$ cat config.mk
export PLATFORM = sky130hd
export DESIGN_NAME = div_restoring
export DESIGN_NICKNAME = d
export VERILOG_FILES = /design/src/rtl/div_restoring.sv
export SDC_FILE = /design/constraint.sdc
export NUM_CORES = 1
export LEC_CHECK = 0
export ABC_AREA = 1
export CAP_MARGIN = 20
export CELL_PAD_IN_SITES_DETAIL_PLACEMENT = 0
export CELL_PAD_IN_SITES_GLOBAL_PLACEMENT = 1
export CORE_ASPECT_RATIO = 0.9
export CORE_UTILIZATION = 30
export DETAILED_ROUTE_END_ITERATION = 7
export PLACE_DENSITY_LB_ADDON = 0.1
export SLEW_MARGIN = 20
export SYNTH_ARGS = -nofsm -noshare
export SYNTH_HDL_FRONTEND = slang
export SYNTH_SLANG_ARGS = --single-unit
$ cat constraint.sdc
create_clock -name clk -period 8.69 [get_ports clk]
set_clock_uncertainty 0.2 [all_clocks]
set_input_delay 1.738 -clock clk [delete_from_list [all_inputs] [get_ports clk]]
set_output_delay 1.738 -clock clk [all_outputs]
set_load 0.02 [all_outputs]
$ cat src/rtl/div_restoring.sv
// Multi-cycle restoring divider (IDLE -> RUN -> DONE), one quotient bit per
// clock, MSB first. Each trial subtraction adds the ones-complement of the
// divisor with carry-in 1.
// Optional feature macro: DIV_SIGNED_EN adds the signed_op input for
// two's-complement truncating division. The core stays unsigned; sign
// handling happens at the IDLE->RUN and RUN->DONE transitions.
module div_restoring #(
  parameter int unsigned N = 32
) (
  input  logic         clk,
  input  logic         rst,
  input  logic         start,
`ifdef DIV_SIGNED_EN
  input  logic         signed_op,
`endif
  input  logic [N-1:0] dividend,
  input  logic [N-1:0] divisor,
  output logic         busy,
  output logic         done,
  output logic [N-1:0] quotient,
  output logic [N-1:0] remainder,
  output logic         div_by_zero
);

  localparam int unsigned CW = $clog2(N + 1);

  typedef enum logic [1:0] {
    IDLE = 2'd0,
    RUN  = 2'd1,
    DONE = 2'd2
  } state_t;

  state_t        state;
  logic [N-1:0]  r;      // partial remainder
  logic [N-1:0]  q;      // dividend shifting out / quotient shifting in
  logic [N-1:0]  d;      // latched divisor magnitude
  logic [CW-1:0] cnt;
  logic          neg_q;
  logic          neg_r;
  logic          dbz_c;

  logic [N:0]    shifted;
  logic [N:0]    t;
  logic          borrow;
  logic [N-1:0]  a_mag;
  logic [N-1:0]  b_mag;
  logic          a_neg;
  logic          b_neg;
  logic [N-1:0]  q_fix;
  logic [N-1:0]  r_fix;

  // Operand magnitudes and sign flags presented at the accepted start
  always_comb begin
    a_mag = dividend;
    b_mag = divisor;
    a_neg = 1'b0;
    b_neg = 1'b0;
`ifdef DIV_SIGNED_EN
    a_neg = signed_op & dividend[N-1];
    b_neg = signed_op & divisor[N-1];
    if (a_neg) a_mag = '0 - dividend;
    if (b_neg) b_mag = '0 - divisor;
`endif
  end

  // Trial subtraction. The full partial remainder is shifted (not just its
  // low N-1 bits) into an N+1-bit value: when the divisor exceeds 2^(N-1)
  // the remainder's top bit can be set, and bit N of the difference is then
  // still an exact borrow.
  always_comb begin
    shifted = {r, q[N-1]};
    t       = shifted + {1'b1, ~d} + {{N{1'b0}}, 1'b1};
    borrow  = t[N];
  end

  // Result sign correction; a zero divisor keeps the raw all-ones quotient
  always_comb begin
    q_fix = q;
    r_fix = r;
    if (neg_q && !dbz_c) q_fix = '0 - q;
    if (neg_r)           r_fix = '0 - r;
  end

  // Control FSM, iteration datapath and registered outputs
  always_ff @(posedge clk or posedge rst) begin
    if (rst) begin
      state       <= IDLE;
      r           <= '0;
      q           <= '0;
      d           <= '0;
      cnt         <= '0;
      neg_q       <= 1'b0;
      neg_r       <= 1'b0;
      dbz_c       <= 1'b0;
      busy        <= 1'b0;
      done        <= 1'b0;
      quotient    <= '0;
      remainder   <= '0;
      div_by_zero <= 1'b0;
    end else begin
      case (state)
        IDLE: begin
          done <= 1'b0;
          if (start) begin
            d     <= b_mag;
            r     <= '0;
            q     <= a_mag;
            cnt   <= '0;
            neg_q <= a_neg ^ b_neg;
            neg_r <= a_neg;
            dbz_c <= (divisor == '0);
            busy  <= 1'b1;
            state <= RUN;
          end
        end
        RUN: begin
          if (cnt == CW'(N)) begin
            quotient    <= q_fix;
            remainder   <= r_fix;
            div_by_zero <= dbz_c;
            done        <= 1'b1;
            state       <= DONE;
          end else begin
            if (borrow) r <= shifted[N-1:0];
            else        r <= t[N-1:0];
            q   <= {q[N-2:0], ~borrow};
            cnt <= cnt + 1'b1;
          end
        end
        DONE: begin
          done  <= 1'b0;
          busy  <= 1'b0;
          state <= IDLE;
        end
        default: begin
          done  <= 1'b0;
          busy  <= 1'b0;
          state <= IDLE;
        end
      endcase
    end
  end

endmodule
; After elaboration in Yosys (flattened, before gate mapping)
; Cells that the tools add are included.
; W data, S select, Z words.
[totals]
register_bits = 172
output_inout_bits = 67
[op_classes]
addsub = 3
n_eq_ne = 5
mux = 17
bitwise_logic = 3
n_reduce_logical = 8
[ops]
columns = operator, count
row1 = $mux W32, 5
row2 = $pmux W32 S2, 2
row3 = $add A33 B1 Y33 const B, 1
row4 = $add A33 B33 Y33, 1
row5 = $logic_not A32 Y1, 1
row6 = $not A32 Y32, 1
row7 = $mux W6, 2
row8 = $pmux W6 S2, 1
row9 = $reduce_and A2 Y1, 4
row10 = $add A6 B1 Y6 const B, 1
row11 = $eq A6 B6 Y1 const B, 1
row12 = $ne A2 B2 Y1 const B, 3
row13 = $mux W2, 2
row14 = $pmux W2 S2, 1
row15 = $mux W1, 3
row16 = $reduce_and A3 Y1, 1
row17 = $eq A2 B1 Y1 const B, 1
row18 = $logic_not A2 Y1, 1
row19 = $not A1 Y1, 2
row20 = $pmux W1 S2, 1
row21 = $reduce_bool A2 Y1, 1

; Longest topological paths before layout
; Gate-level depths: netlist of the first run.
[logic_depth]
ltp_word = 6
mapped_depth = 18
ltp_nobuf = 18

; Least setup slack after synthesis of the first run
; No wires, ideal clock.
[synth_timing]
path_type = input-to-reg
from = input port start
to = register cnt[0]
setup_ps = 77
arrival_ps = 2725
required_time_ps = 8413
slack_ps = 5688
stages = 7
n_path_buf = 2
path_cell_list = nand2_1 -> inv_2 -> nor2_2 -> inv_2 -> clkbuf_1 -> buf_2 -> a21oi_1
[synth_via]
elab_chain_cells = 2
[synth_rtl]
columns = item, line
row1 = "start, declared", 12  ; input logic start,
row2 = $ne A2 B2 Y1 (no source line), -
row3 = $reduce_and A3 Y1 (no source line), -
row4 = "end signal, assigned", 127  ; cnt <= cnt + 1'b1;
row5 = "end, declared", 37  ; logic [CW-1:0] cnt;
; Every way passes these cells.
; A chain may end at the register's enable or synchronous reset.

; Worst setup path after layout of the first run
[layout_timing]
from = input port start
to = register cnt[4]
; The elaborated chain is that of the path after synthesis.

==> results.py, run 1 <==
metrics = {
    "timing": {
        "setup_tns_ns": 0,
        "setup_ws_ns": 4.53,
        "maxSlewViolCount": 0,
        "timing.fmax_mhz": 240,
        "max_slew_margin": 0.402,
        "worstMarginPinSlew_ns": 0.897,
        "finalSetupViolCount": 0,
        "period_share": 0.479,
        "final_hold_viol_count": 0,
        "grt_setup_unrepaired": "no",
        "fin_crit_ns": 4.16,
        "whs_ns": 0.284,
    },
    "worst_setup_path": {
        "worstSetupPathType": "input pin to flop",
        "arrival_ns": 4.28,
        "crit_path_end_kind": "flop",
        "worst-endpoint-required_ns": 8.81,
        "cp_max_fo": 41,
        "start_kind": "input pin",
        "rrSetupSlack_ns": 4.89,
    },
    "floorplanning": {
        "fp.dieW_um": 194,
        "die_y_um": 175,
        "start_util": 0.308,
        "core_area_sq_mm": 0.0322,
        "pin_count": 134,
        "die-area_sq_mm": 0.0338,
        "fp-row-count": 62,
    },
    "run_status": {
        "status": "finished clean",
    },
    "clocking": {
        "cts_inserted_buffers": 17,
        "clk_pin_slew_worst_paths_ns": 0.07,
        "clock-sinks": 172,
        "cts_resized": 0,
        "holdBufCountCts": 0,
        "cts_tree": "done",
        "h-tree-depth": 4,
        "clockRootBuffer": "clkbuf_16",
        "postCtsSetupBuffers": 0,
        "clk_latency_ns": 0.44,
        "clockBufferDepth": 2,
    },
    "power_and_ir_drop": {
        "leakage_uw": 0.00642,
        "powerDensity_mw_per_mm2": 471,
        "ir_drop_uv": 201,
    },
    "synthesis": {
        "avgSynthCellArea_sq_um": 7.19,
        "synthCells": 1380,
        "synth_compound_area_frac": 0.109,
        "ys_ff_latch": 172,
        "synth-edff-count": 0,
        "synth_warnings": 0,
        "yosys.cell_types.count": 42,
        "syn_nets": 1482,
        "synth_top_family_by_area": "simple AND/OR/NAND/NOR gates",
        "synth.top_cells.by_area": "dfrtp_1 (43%), nand2_1 (18%), inv_1 (10%)",
        "synth_top_area_frac": 0.434,
        "yosysTopAreaCell": "dfrtp_1",
        "ys.flop_type": "dfrtp_1",
        "synth-adder-area-share": 0.0449,
        "synth_xor_xnor_area_share": 0.0132,
        "seq_area_frac_synth": 0.434,
        "synth_simple_gate_area_frac": 0.270,
        "syn_area_sq_mm": 0.00992,
        "synth_mux_area_frac": 0,
        "ys_async_sr_fraction": 1.00,
    },
    "hold_path": {
        "min_path_type": "flop to flop",
    },
    "finish": {
        "area_delta_synth_final_pct": 23.0,
        "final_common_cell": "nand2_1",
        "fill_cells": 3430,
        "nets": 1596,
        "drive_above_1_share": 0.0511,
        "n_antenna_cell": 0,
        "layout_common_cells": "nand2_1 (471), inv_1 (273), dfrtp_1 (172)",
        "final_core_util": 0.379,
    },
    "place": {
        "place_congestion": 0.818,
        "pre_cts_ws_ns": 3.50,
        "hpwl_mm": 22.1,
        "portBuffers": 133,
    },
    "detailed_routing": {
        "ant_nets": 0,
        "num_vias": 8425,
        "route.detailed.drc": 0,
        "routed_via_density": 4.38,
        "routedWlPerCell_um": 15.1,
        "dr.first_iter.drc_count": 438,
        "firstDrtPassIters": 5,
        "wl_mm": 29.0,
    },
    "grt": {
        "gr-usage-met3": 0.0254,
        "grt_use_met1": 0.260,
        "grt_pass1_wl_mm": 47.2,
        "grt_max_degree": 107,
        "track_usage": 0.179,
        "top_usage_layer": "met2",
        "overflow": 0,
        "grt_pass1_vias": 8396,
        "grt_antenna_before_repair": 0,
        "grtUsageMet2": 0.280,
    },
    "run": {
        "maxCapViolCount": 0,
    },
}
cells by family (layout without fill, tap and decap cells):
logic type                 Yosys count  after routing
adders and majority gates           35             35
AOI/OAI and AO/OA                  194            194
DFF                                172            172
and+or+nand+nor                    639            639
buffers and inverters              325            452
xor gates and xnor gates            15             15
through the flow:
step	cells	total power [uW]	instance area (sq um)
final	1923	5750	12200
after global routing	1923	6400	12200
after CTS	1922	5840	12200
after detailed placement	1890	5020	11600
after global placement	1890	5010	11600
after floorplan	1380	3970	9920
routing by layer:
| metal | routed length, um | part of all wire |
|---|---|---|
| met5 | 0 | 0 |
| met4 | 312 | 0.011 |
| met3 | 747 | 0.026 |
| met2 | 12900 | 0.45 |
| met1 | 15000 | 0.52 |
registers in the layout (all words and copies together) (netlist names):
signal / cells
d: 32
q: 32
quotient: 32
r: 32
remainder: 32
cnt: 6
state: 2
busy: 1
dbz_c: 1
div_by_zero: 1
done: 1
power breakdown:
| group | switching (uW) | internal [uW] | leakage (uW) | total (uW) |
|---|---|---|---|---|
| sequential | 206 | 1170 | 0.00216 | 1380 |
| combinational | 2370 | 1210 | 0.00397 | 3580 |
| clock | 348 | 444 | 0.000290 | 792 |
Yosys cell counts, types with 2 or more instances:
library cell  count
nand2_1         471
inv_1           274
dfrtp_1         172
o21ai_0          92
nand3_1          64
nor2_1           47
o21ai_1          40
ha_1             34
a22oi_1          30
a21oi_1          23
clkbuf_1         18
buf_2            16
xor2_1           14
nor3_1           13
nand2_2          11
nand4_1           9
inv_2             7
nor2_2            6
buf_1             4
nand2_4           4
buf_6             3
nor4_1            3
o21ai_2           3
buf_8             2
nand3b_1          2
nor2_4            2
worst paths after layout:
path | cells past startpoint | from | end
min reg2reg | 2 | quotient[0] | quotient[0]
max in group asynchronous | 3 | rst | d[21]
min in group asynchronous | 2 | rst | quotient[30]
max reg2reg | 10 | cnt[0] | remainder[14]
min | 2 | quotient[0] | quotient[0]
max | 12 | start | cnt[4]
final cells by class:
cell class | count | area, sq um | share of cell area
Clock buffer | 21 | 460 | 0.0377
Tap cell | 416 | 520 | 0.0426
Multi-Input combinational cell | 883 | 4340 | 0.355
Inverter | 281 | 1060 | 0.0871
Timing Repair Buffer | 139 | 1390 | 0.114
Sequential cell | 172 | 4300 | 0.353
Clock inverter | 11 | 133 | 0.0109
worst max-delay path, cell delays in order:
cell             delay (ns)
clkdlybuf4s50_1        0.45
nand2_1                0.05
buf_4                  0.25
inv_2                  0.31
nor2_2                 0.07
buf_4                  0.30
inv_2                  0.56
nand2_1                0.10
nor2_1                 0.15
nand2_1                0.08
o21ai_0                0.14
a21oi_1                0.06
(Power assumes the default switching activity.)
==> run 2, diff against run 1 <==
clock period = 4 ns   (was 8.69 ns; I/O delays follow)
==> run 2 against run 1 <==
  * Worst setup slack got worse by 3.4 ns
  * Wire length grew 2.0%
  * Die area unchanged
  * Register-to-register slack worse by 3.8 ns
  * Design area barely moved
  * Largest cell class unchanged
  * Via count is 1.1% higher
==> results.py, run 2 (synthesis gave the netlist of run 1 again) <==
metrics = {
    "timing": {
        "timing.fmax_mhz": 344,
        "setup_tns_ns": 0,
        "fin_crit_ns": 2.91,
        "period_share": 0.727,
        "max_slew_margin": 0.533,
        "final_hold_viol_count": 0,
        "worstMarginPinSlew_ns": 0.699,
        "finalSetupViolCount": 0,
        "maxSlewViolCount": 0,
        "grt_setup_unrepaired": "no",
    },
    "floorplanning": {
        "core_area_sq_mm": 0.0322,
        "pin_count": 134,
        "die-area_sq_mm": 0.0338,
        "fp-row-count": 62,
        "start_util": 0.308,
        "fp.dieW_um": 194,
        "die_y_um": 175,
    },
    "worst_setup_path": {
        "worstSetupPathType": "flop to flop",
        "crit_start": "q[31]",
        "r2r_end": "r[3]",
        "ff2ff_path_depth": 16,
        "cp_max_fo": 32,
        "worstReg2RegStart": "q[31]",
        "crit_path_end_kind": "flop",
        "rrSetupSlack_ns": 1.09,
        "arrival_ns": 3.04,
        "start_kind": "flop",
        "worst-endpoint-required_ns": 4.13,
    },
    "power_and_ir_drop": {
        "power.share.clock": 0.136,
        "ir_drop_uv": 469,
        "power_switching_uw": 6390,
        "powerDensity_mw_per_mm2": 1020,
        "combPwrFrac": 0.624,
        "seqPwrFrac": 0.240,
        "p_sw_frac": 0.512,
        "power.internal_uw": 6080,
        "leakage_uw": 0.00643,
        "finalPower_uw": 12500,
    },
    "detailed_routing": {
        "dr.first_iter.drc_count": 466,
        "wl_met3_um": 784,
        "wl_met2_mm": 13.5,
        "firstDrtPassIters": 4,
        "routed_via_density": 4.42,
        "routedWlPerCell_um": 15.4,
        "num_vias": 8515,
        "drt-met1-wl_mm": 15.1,
        "top_layer_used": "met4",
        "wl_mm": 29.6,
        "ant_nets": 0,
        "route.detailed.drc": 0,
    },
    "grt": {
        "grt_antenna_before_repair": 0,
        "grt_max_degree": 111,
        "grt_pass1_wl_mm": 47.9,
        "overflow": 0,
        "grt_pass1_vias": 8455,
        "track_usage": 0.182,
    },
    "hold_path": {
        "holdPathStages": 2,
        "hp-start": "quotient[11]",
        "min_path_type": "flop to flop",
        "hold-path-endpoint": "quotient[11]",
    },
    "place": {
        "place_congestion": 0.815,
        "portBuffers": 133,
        "hpwl_mm": 22.1,
        "postPlaceCellArea_sq_mm": 0.0116,
    },
    "clocking": {
        "cts_resized": 0,
        "clockRootBuffer": "clkbuf_16",
        "cts_tree": "done",
        "holdBufCountCts": 0,
        "clk_latency_ns": 0.44,
        "h-tree-depth": 4,
        "cts_inserted_buffers": 17,
        "postCtsSetupBuffers": 0,
        "clock-sinks": 172,
        "clockBufferDepth": 2,
        "clk_pin_slew_worst_paths_ns": 0.07,
    },
    "finish": {
        "final_common_cell": "nand2_1",
        "final_core_util": 0.379,
        "n_antenna_cell": 0,
        "area_delta_synth_final_pct": 23.1,
        "drive_above_1_share": 0.0543,
        "final_area_sq_mm": 0.0122,
        "layout_common_cells": "nand2_1 (471), inv_1 (273), dfrtp_1 (172)",
        "nets": 1600,
    },
    "run": {
        "maxCapViolCount": 0,
    },
    "run_status": {
        "status": "finished clean",
    },
}
-- run 2: cell count changes in the layout (fill, tap and decap cells not counted) --
cell and delta:
buf_4 +4, bufinv_16 -1, clkbuf_1 -1, clkbuf_8 -1
clkinv_4 +3
-- run 2: final cells by class --
| type | instances | area, sq um |
|---|---|---|
| clock buffer | 19 | 443 |
| clock inverter | 13 | 133 |
| fill | 3451 | 20000 |
| inverter | 281 | 1060 |
| multi-input combinational | 883 | 4340 |
| sequential | 172 | 4300 |
| tap | 416 | 520 |
| timing repair buffer | 143 | 1420 |
-- run 2: through the flow --
step                cells  worst slack, ns  hold WS (ns)
global route         1927            0.857         0.304
global placement     1895             1.19         0.266
CTS                  1927             1.08         0.290
floorplan            1380            0.803         0.253
detailed placement   1895             1.09         0.272
finish               1927             1.09         0.286
-- run 2: worst max-delay path by stage --
stage	endpoint	cells past startpoint	slack, ns
after detailed placement	r[10]	16	1.09
final	r[3]	16	1.09
after global placement	r[14]	16	1.19
after CTS	r[3]	16	1.08
after global routing	r[11]	16	0.86
after floorplan	busy	1	0.80
-- run 2: power by group through the flow --
stage	logic (uW)	clock network, uW	registers (uW)
2_1_floorplan	5350	0	3270
3_3_place_gp	7860	0	3020
3_5_place_dp	7900	0	3020
4_1_cts	7940	1750	3000
5_1_grt	8970	1810	3100
6_report	7790	1690	2990
-- run 2: worst max-delay path, stage by stage, from the launching register on --
cell and delay [ns]:
dfrtp_1 0.36, inv_1 0.11, ha_1 0.16, inv_1 0.07, fa_1 0.45, nand2_1 0.09, nand2_1 0.05, nand3_1 0.07
nand2_1 0.15, nand2_1 0.11, nand2_2 0.08, nand2_4 0.10, nand3_1 0.12, nand2_4 0.38, nand2_1 0.12, nand3_1 0.11
nand2_1 0.05
-- run 2: layer usage --
layer,track usage,vias up
met1,0.257,3913
li1,-,4467
met3,0.0268,12
met4,0.0373,0
met5,0,-
met2,0.295,123
